==> src/rtl/cp0_pkg.sv <==
// Shared CP0 header: register numbers, exception codes and the handler entry address.
package cp0_pkg;

    localparam logic [4:0]  CP0_SR    = 5'd12;
    localparam logic [4:0]  CP0_CAUSE = 5'd13;
    localparam logic [4:0]  CP0_EPC   = 5'd14;
    localparam logic [4:0]  CP0_PRID  = 5'd15;

    localparam logic [4:0]  EXC_INT   = 5'd0;
    localparam logic [4:0]  EXC_ADEL  = 5'd4;
    localparam logic [4:0]  EXC_ADES  = 5'd5;
    localparam logic [4:0]  EXC_RI    = 5'd10;
    localparam logic [4:0]  EXC_OV    = 5'd12;

    localparam logic [31:0] HANDLER_ADDR = 32'h0000_4180;

endpackage

==> src/rtl/cp0.sv <==
// Coprocessor 0: SR/Cause/EPC/PRId registers, interrupt/exception detection and trap entry.
module cp0
    import cp0_pkg::*;
#(
    parameter logic [31:0] PRID_VALUE = 32'h4C57_2018
) (
    input  logic        clk,
    input  logic        reset,
    input  logic [4:0]  A1,
    input  logic [4:0]  A2,
    input  logic [31:0] DIn,
    input  logic        WE,
    input  logic [31:0] PC,
    input  logic        BD,
    input  logic [6:2]  ExcCode,
    input  logic [7:2]  HWInt,
    input  logic        EXLClr,
    output logic        IntReq,
    output logic [31:0] EPC,
    output logic [31:0] DOut
);

    logic [5:0]  im_q,  im_d;
    logic        exl_q, exl_d;
    logic        ie_q,  ie_d;
    logic        bd_q,  bd_d;
    logic [5:0]  ip_q,  ip_d;
    logic [4:0]  exc_q, exc_d;
    logic [29:0] epc_q, epc_d;

    logic        int_pend_s;
    logic        exc_pend_s;
    logic        int_req_s;
    logic [31:0] trap_pc_s;
    logic [31:0] sr_s;
    logic [31:0] cause_s;
    logic        unused_s;

    assign int_pend_s = (|(HWInt & im_q)) & ie_q & ~exl_q;
    assign exc_pend_s = (ExcCode != 5'd0) & ~exl_q;
    assign int_req_s  = int_pend_s | exc_pend_s;
    assign trap_pc_s  = BD ? (PC - 32'd4) : PC;

    assign sr_s    = {16'd0, im_q, 8'd0, exl_q, ie_q};
    assign cause_s = {bd_q, 15'd0, ip_q, 3'd0, exc_q, 2'd0};

    assign IntReq = int_req_s;
    assign EPC    = {epc_q, 2'b00};

    // Low address bits and unimplemented SR bits carry no state.
    assign unused_s = ^{PC[1:0], trap_pc_s[1:0], DIn[31:16], DIn[9:2]};

    // Combinational register read port.
    always_comb begin
        case (A1)
            CP0_SR:    DOut = sr_s;
            CP0_CAUSE: DOut = cause_s;
            CP0_EPC:   DOut = {epc_q, 2'b00};
            CP0_PRID:  DOut = PRID_VALUE;
            default:   DOut = 32'd0;
        endcase
    end

    // Next-state: trap entry has priority and suppresses the M-stage mtc0 and eret.
    always_comb begin
        im_d  = im_q;
        exl_d = exl_q;
        ie_d  = ie_q;
        bd_d  = bd_q;
        exc_d = exc_q;
        epc_d = epc_q;
        ip_d  = HWInt;
        if (int_req_s) begin
            exl_d = 1'b1;
            bd_d  = BD;
            epc_d = trap_pc_s[31:2];
            exc_d = int_pend_s ? EXC_INT : ExcCode;
        end else begin
            if (EXLClr) begin
                exl_d = 1'b0;
            end else begin
                exl_d = exl_q;
            end
            if (WE) begin
                case (A2)
                    CP0_SR: begin
                        im_d  = DIn[15:10];
                        exl_d = DIn[1];
                        ie_d  = DIn[0];
                    end
                    CP0_EPC: epc_d = DIn[31:2];
                    default: ;
                endcase
            end else begin
                epc_d = epc_q;
            end
        end
    end

    // State registers with synchronous reset.
    always_ff @(posedge clk) begin
        if (reset) begin
            im_q  <= 6'd0;
            exl_q <= 1'b0;
            ie_q  <= 1'b0;
            bd_q  <= 1'b0;
            ip_q  <= 6'd0;
            exc_q <= 5'd0;
            epc_q <= 30'd0;
        end else begin
            im_q  <= im_d;
            exl_q <= exl_d;
            ie_q  <= ie_d;
            bd_q  <= bd_d;
            ip_q  <= ip_d;
            exc_q <= exc_d;
            epc_q <= epc_d;
        end
    end

endmodule

==> config.mk <==
export PLATFORM = sky130hd
export DESIGN_NAME = cp0
export DESIGN_NICKNAME = d
export VERILOG_FILES = /design/src/rtl/cp0_pkg.sv /design/src/rtl/cp0.sv
export SDC_FILE = /design/constraint.sdc
export NUM_CORES = 1
export LEC_CHECK = 0
export CORE_MARGIN = 5
export CORE_UTILIZATION = 47
export CTS_CLUSTER_DIAMETER = 40
export DETAILED_ROUTE_END_ITERATION = 12
export GPL_TIMING_DRIVEN = 0
export PLACE_DENSITY = 0.93
export SLEW_MARGIN = 25
export SYNTH_ARGS = -nofsm -noshare
export SYNTH_HDL_FRONTEND = slang
export SYNTH_SLANG_ARGS = --single-unit
==> constraint.sdc <==
create_clock -name clk -period 5.7 [get_ports clk]
set_input_delay 1.14 -clock clk [delete_from_list [all_inputs] [get_ports clk]]
set_output_delay 1.14 -clock clk [all_outputs]
set_load 0.02 [all_outputs]
Word level (Yosys, flattened, before mapping)

Index checks and enable logic that the tools add are counted.

Register bits after elaboration: 50
Latch bits: 0
Bits in writable memories: 0
ROM bits: 0
Memories: 0

Add/sub/neg operators: 1
Multipliers: 0
Div/mod/pow operators: 0
Magnitude comparators: 0
Eq/ne operators: 6
Shifts and indexed selects: 0
Multiplexer cells: 10
Bitwise gates (word level): 7
Reduce and logical (&&, ||, !) cells: 6

Operator list:

| operator                | count |
|---|---|
| $pmux W32 S4            | 1 |
| $mux W30                | 3 |
| $mux W32                | 1 |
| $sub A32 B3 Y32 const B | 1 |
| $eq A5 B4 Y1 const B    | 6 |
| $and A6 B6 Y6           | 1 |
| $reduce_or A6 Y1        | 1 |
| $mux W5                 | 1 |
| $reduce_bool A5 Y1      | 1 |
| $mux W1                 | 4 |
| $reduce_bool A2 Y1      | 2 |
| $and A1 B1 Y1           | 3 |
| $reduce_and A3 Y1       | 1 |
| $not A1 Y1              | 2 |
| $reduce_and A2 Y1       | 1 |
| $or A1 B1 Y1            | 1 |

Logic depth before layout (Yosys ltp)

Depth in word-level cells: 7
Mapped depth: 7
Gate-level depth less buffers: 6

Worst setup path before layout

Ideal clock, no wire load.

Path type: input to output
Start point: input port ExcCode[4] (netlist name)
End point: output port IntReq
Data arrival time: 2.694 ns
Required time: 4.560 ns
Setup slack: 1.866 ns
Stages: 6
Buffers on the path: 2
Cells stage by stage: or2_2 o41a_1 clkbuf_1 nor2_1 clkinv_1 buf_2

Longest elaborated chain between the ends: 3

Ends and longest elaborated chain:

| what               | line      | RTL |
|---|---|---|
| start, declared    | cp0.sv:15 | `input logic [6:2] ExcCode,` |
| $reduce_bool A5 Y1 | cp0.sv:40 | `assign exc_pend_s = (ExcCode != 5'd0) & ~exl_q;` |
| $and A1 B1 Y1      | cp0.sv:40 |  |
| $or A1 B1 Y1       | cp0.sv:41 | `assign int_req_s = int_pend_s \| exc_pend_s;` |
| end, declared      | cp0.sv:18 | `output logic IntReq,` |

Every way passes these cells.

Final worst setup path

Start point: input port HWInt[4] (netlist name)
End point: output port IntReq

Longest elaborated chain between the ends: 5

Ends and longest elaborated chain:

| what                       | line      | RTL |
|---|---|---|
| start, declared            | cp0.sv:16 | `input logic [7:2] HWInt,` |
| $and A6 B6 Y6              | cp0.sv:39 | `assign int_pend_s = (\|(HWInt & im_q)) & ie_q & ~exl_q;` |
| $reduce_or A6 Y1           | cp0.sv:39 |  |
| $and A1 B1 Y1 (2 in a row) | cp0.sv:39 |  |
| $or A1 B1 Y1               | cp0.sv:41 |  |

Every way passes these cells.

==> insert_results.sql <==
INSERT INTO impl_metrics (metric_group, metric, value, unit) VALUES
('run_status', 'status', 'finished clean', ''),
('worst_setup_path', 'worst_setup_path_start_kind', 'input port', ''),
('synth', 'ys_seq_elements', '50', ''),
('die', 'core-area', '7770', 'sq um'),
('min_path', 'hold_path_class', 'register to register', ''),
('power', 'clkPwrFrac', '26.8', '%'),
('placed_design', 'io_buffers', '144', ''),
('cts', 'postCtsSetupBuffers', '0', ''),
('detailed_routing', 'wire_per_inst', '20.5', 'um'),
('cts', 'cts.reportedPaths.clkPinSlew', '0.10', 'ns'),
('worst_setup_path', 'setup.worst_path.class', 'input port to output pin', ''),
('worst_setup_path', 'path_buf_inv', '5', ''),
('sta', 'final-hold-violation-count', '0', ''),
('worst_setup_path', 'crit_slowest_cell', 'sky130_fd_sc_hd__clkdlybuf4s50_1', ''),
('global_routing', 'grt_usage', '29.0', '%'),
('min_path', 'hold_depth', '2', ''),
('final_layout', 'final_cells', '729', ''),
('worst_setup_path', 'rrSetupSlack', '2.93', 'ns'),
('placed_design', 'globalplace.congestion', '0.966', ''),
('synth', 'syn_inst', '474', ''),
('sta', 'final.setup_skew', '0.00831', 'ns'),
('synth', 'asyncSetResetFlopFracSynth', '0', '%'),
('sta', 'final-setup-viol-count', '0', ''),
('final_layout', 'sequential_cell_area', '1000', 'sq um'),
('detailed_routing', 'drt-pass1-iter-count', '5', ''),
('worst_setup_path', 'crit_path_cell_trace', 'clkdlybuf4s50_1 -> a22o_1 -> o311a_1 -> clkbuf_1 -> nor2_1 -> clkinv_1 -> buf_2 -> clkdlybuf4s50_1', ''),
('worst_setup_path', 'worst_r2r_startpoint', 'exl_q', ''),
('die', 'core.rowCount', '32', ''),
('die', 'pin_count', '155', ''),
('power', 'maximum_vdd_ir_drop', '0.0984', 'mV'),
('synth', 'post_synth_mux_area_share', '4.79', '%'),
('synth', 'synth_top_flop_cell', 'sky130_fd_sc_hd__dfxtp_1', ''),
('synth', 'synth_cell_type_count', '58', ''),
('detailed_routing', 'post_route_drc_violation_count', '0', ''),
('sta', 'final_period_minus_worst_setup_slack', '5.23', 'ns'),
('global_routing', 'antenna_violations_before_repair', '0', ''),
('final_layout', 'nFillCells', '623', ''),
('final_layout', 'drive_gt1_share', '6.22', '%'),
('worst_setup_path', 'crit_required', '4.56', 'ns'),
('power', 'power.switching_fraction', '32.0', '%'),
('die', 'floorplan.die_area', '9890', 'sq um'),
('global_routing', 'grt_pass1_wl', '23100', 'um'),
('sta', 'worst-slew-pin-transition', '0.863', 'ns'),
('synth', 'synth_top_family_by_area', 'simple AND/OR/NAND/NOR gates', ''),
('detailed_routing', 'drt.antenna.violating_nets', '0', ''),
('cts', 'cts-root-buf', 'sky130_fd_sc_hd__clkbuf_8', ''),
('detailed_routing', 'top_layer', 'met4', ''),
('final_layout', 'multi_input_comb_area', '2390', 'sq um'),
('worst_setup_path', 'crit_fanout', '10', ''),
('final_layout', 'layout.cells.most_common', 'sky130_fd_sc_hd__clkdlybuf4s50_1', ''),
('final_layout', 'flow.area_growth_from_synthesis', '45.0', '%'),
('placed_design', 'dpl.cell_count', '721', ''),
('worst_setup_path', 'cp_common_cell', 'sky130_fd_sc_hd__clkdlybuf4s50_1', ''),
('synth', 'postSynthAreaPerCell', '7.93', 'sq um'),
('die', 'start_util', '48.4', '%'),
('final_layout', 'insertedDiodeCount', '0', ''),
('detailed_routing', 'detail_route.iter0.violations', '428', ''),
('placed_design', 'dpl.hpwl', '11900', 'um'),
('global_routing', 'global_route.overflow_total', '0', ''),
('detailed_routing', 'met1_length', '6160', 'um'),
('synth', 'yosys_warnings', '0', ''),
('min_path', 'start_point_of_the_worst_hold_path', 'im_q[0]', ''),
('worst_setup_path', 'worst_flop_to_flop_path_endpoint', 'epc_q[28]', ''),
('sta', 'final-max-slew-violation-count', '0', ''),
('power', 'share_comb_of_total_power', '32.0', '%'),
('detailed_routing', 'drt-total-wl', '14900', 'um'),
('power', 'seq_power_share', '41.2', '%'),
('die', 'die_y', '99.4', 'um'),
('power', 'static-leakage-power', '1.89', 'nW'),
('global_routing', 'via_count_of_the_first_global_routing_pass', '4387', ''),
('sta', 'fmax', '0.191', 'GHz');
-- layer usage --
| metal | vias up | track usage, % |
|---|---|---|
| met5 | - | 0 |
| met4 | 0 | 7.77 |
| met3 | 24 | 5.05 |
| met2 | 281 | 47.7 |
| met1 | 2180 | 39.1 |
| li1 | 2115 | - |
-- through the flow --
step                hold WS [ns]  util, %  instance area (sq um)  worst slack (ns)
detailed placement         0.488     68.6                   5330             0.540
floorplan                  0.456        -                   3760              1.87
global placement           0.474     68.6                   5330             0.518
finish                     0.506     70.2                   5450             0.467
global route               0.523     70.2                   5450             0.342
CTS                        0.503     70.1                   5440             0.541
-- sequential cells by signal, summed over array words and instances (netlist names) --
signal,count
im_q,6
ip_q,6
exc_q,5
epc_q,30
exl_q,1
ie_q,1
bd_q,1
-- logic make-up after synthesis --
group	after synthesis
AO/OA/AOI/OAI	106
XOR/XNOR	11
adder cells (fa/ha/maj)	1
buffers and inverters	78
flip-flops	50
multiplexers	18
other	1
AND/OR/NAND/NOR	209
-- power by group through the flow --
stage / clock (W) / combinational [W] / sequential, W
4_1_cts: 0.000257 / 0.000304 / 0.000398
3_3_place_gp: 0 / 0.000297 / 0.000405
5_1_grt: 0.000269 / 0.000329 / 0.000402
6_report: 0.000259 / 0.000309 / 0.000399
2_1_floorplan: 0 / 0.000127 / 0.000423
3_5_place_dp: 0 / 0.000303 / 0.000407
-- how the worst max path moves through the flow --
stage	from	endpoint	depth (start not counted)
CTS	ExcCode[4]	IntReq	8
finish	HWInt[4]	IntReq	8
floorplan	ExcCode[4]	IntReq	6
global placement	ExcCode[4]	IntReq	8
global route	ExcCode[5]	IntReq	8
detailed placement	ExcCode[4]	IntReq	8
-- Yosys cell counts, types with 3 or more instances --
cell	number	area [sq um]
sky130_fd_sc_hd__a211oi_1	18	135
sky130_fd_sc_hd__a21oi_1	14	70.1
sky130_fd_sc_hd__a22o_1	3	26.3
sky130_fd_sc_hd__a22oi_1	4	30.0
sky130_fd_sc_hd__a311oi_1	16	140
sky130_fd_sc_hd__a31oi_1	25	156
sky130_fd_sc_hd__and2_1	10	62.6
sky130_fd_sc_hd__and4_1	26	228
sky130_fd_sc_hd__clkbuf_1	34	128
sky130_fd_sc_hd__clkbuf_8	5	68.8
sky130_fd_sc_hd__dfxtp_1	50	1000
sky130_fd_sc_hd__inv_1	28	105
sky130_fd_sc_hd__mux2i_1	18	180
sky130_fd_sc_hd__nand2_1	7	26.3
sky130_fd_sc_hd__nand2b_1	14	87.6
sky130_fd_sc_hd__nand3_1	10	50.1
sky130_fd_sc_hd__nand3b_1	4	30.0
sky130_fd_sc_hd__nand4_1	4	25.0
sky130_fd_sc_hd__nor2_1	39	146
sky130_fd_sc_hd__nor2b_1	11	68.8
sky130_fd_sc_hd__nor3_1	9	45.0
sky130_fd_sc_hd__nor4_1	32	200
sky130_fd_sc_hd__nor4b_1	3	26.3
sky130_fd_sc_hd__o21ai_0	3	15.0
sky130_fd_sc_hd__o31ai_1	11	82.6
sky130_fd_sc_hd__o41ai_1	5	43.8
sky130_fd_sc_hd__or3_1	5	31.3
sky130_fd_sc_hd__or3_2	4	30.0
sky130_fd_sc_hd__or3b_2	6	52.6
sky130_fd_sc_hd__or4_1	10	75.1
sky130_fd_sc_hd__xnor2_1	7	61.3
sky130_fd_sc_hd__xor2_1	4	35.0
-- area by class of cell --
| cell class | instances | area share (%) |
|---|---|---|
| Buffer | 48 | 4.80 |
| Clock buffer | 5 | 1.26 |
| Clock inverter | 3 | 0.804 |
| Inverter | 30 | 2.07 |
| Multi-Input combinational cell | 347 | 43.9 |
| Sequential cell | 50 | 18.4 |
| Tap cell | 102 | 2.34 |
| Timing Repair Buffer | 144 | 26.5 |
-- tightest hold or removal path, delay by kind of cell (launching register included) --
kind | cells | cell delay [ns]
DFF | 1 | 0.34
muxes | 1 | 0.06
and+or+nand+nor | 1 | 0.07
No activity file was read; power rests on OpenSTA's default activity.
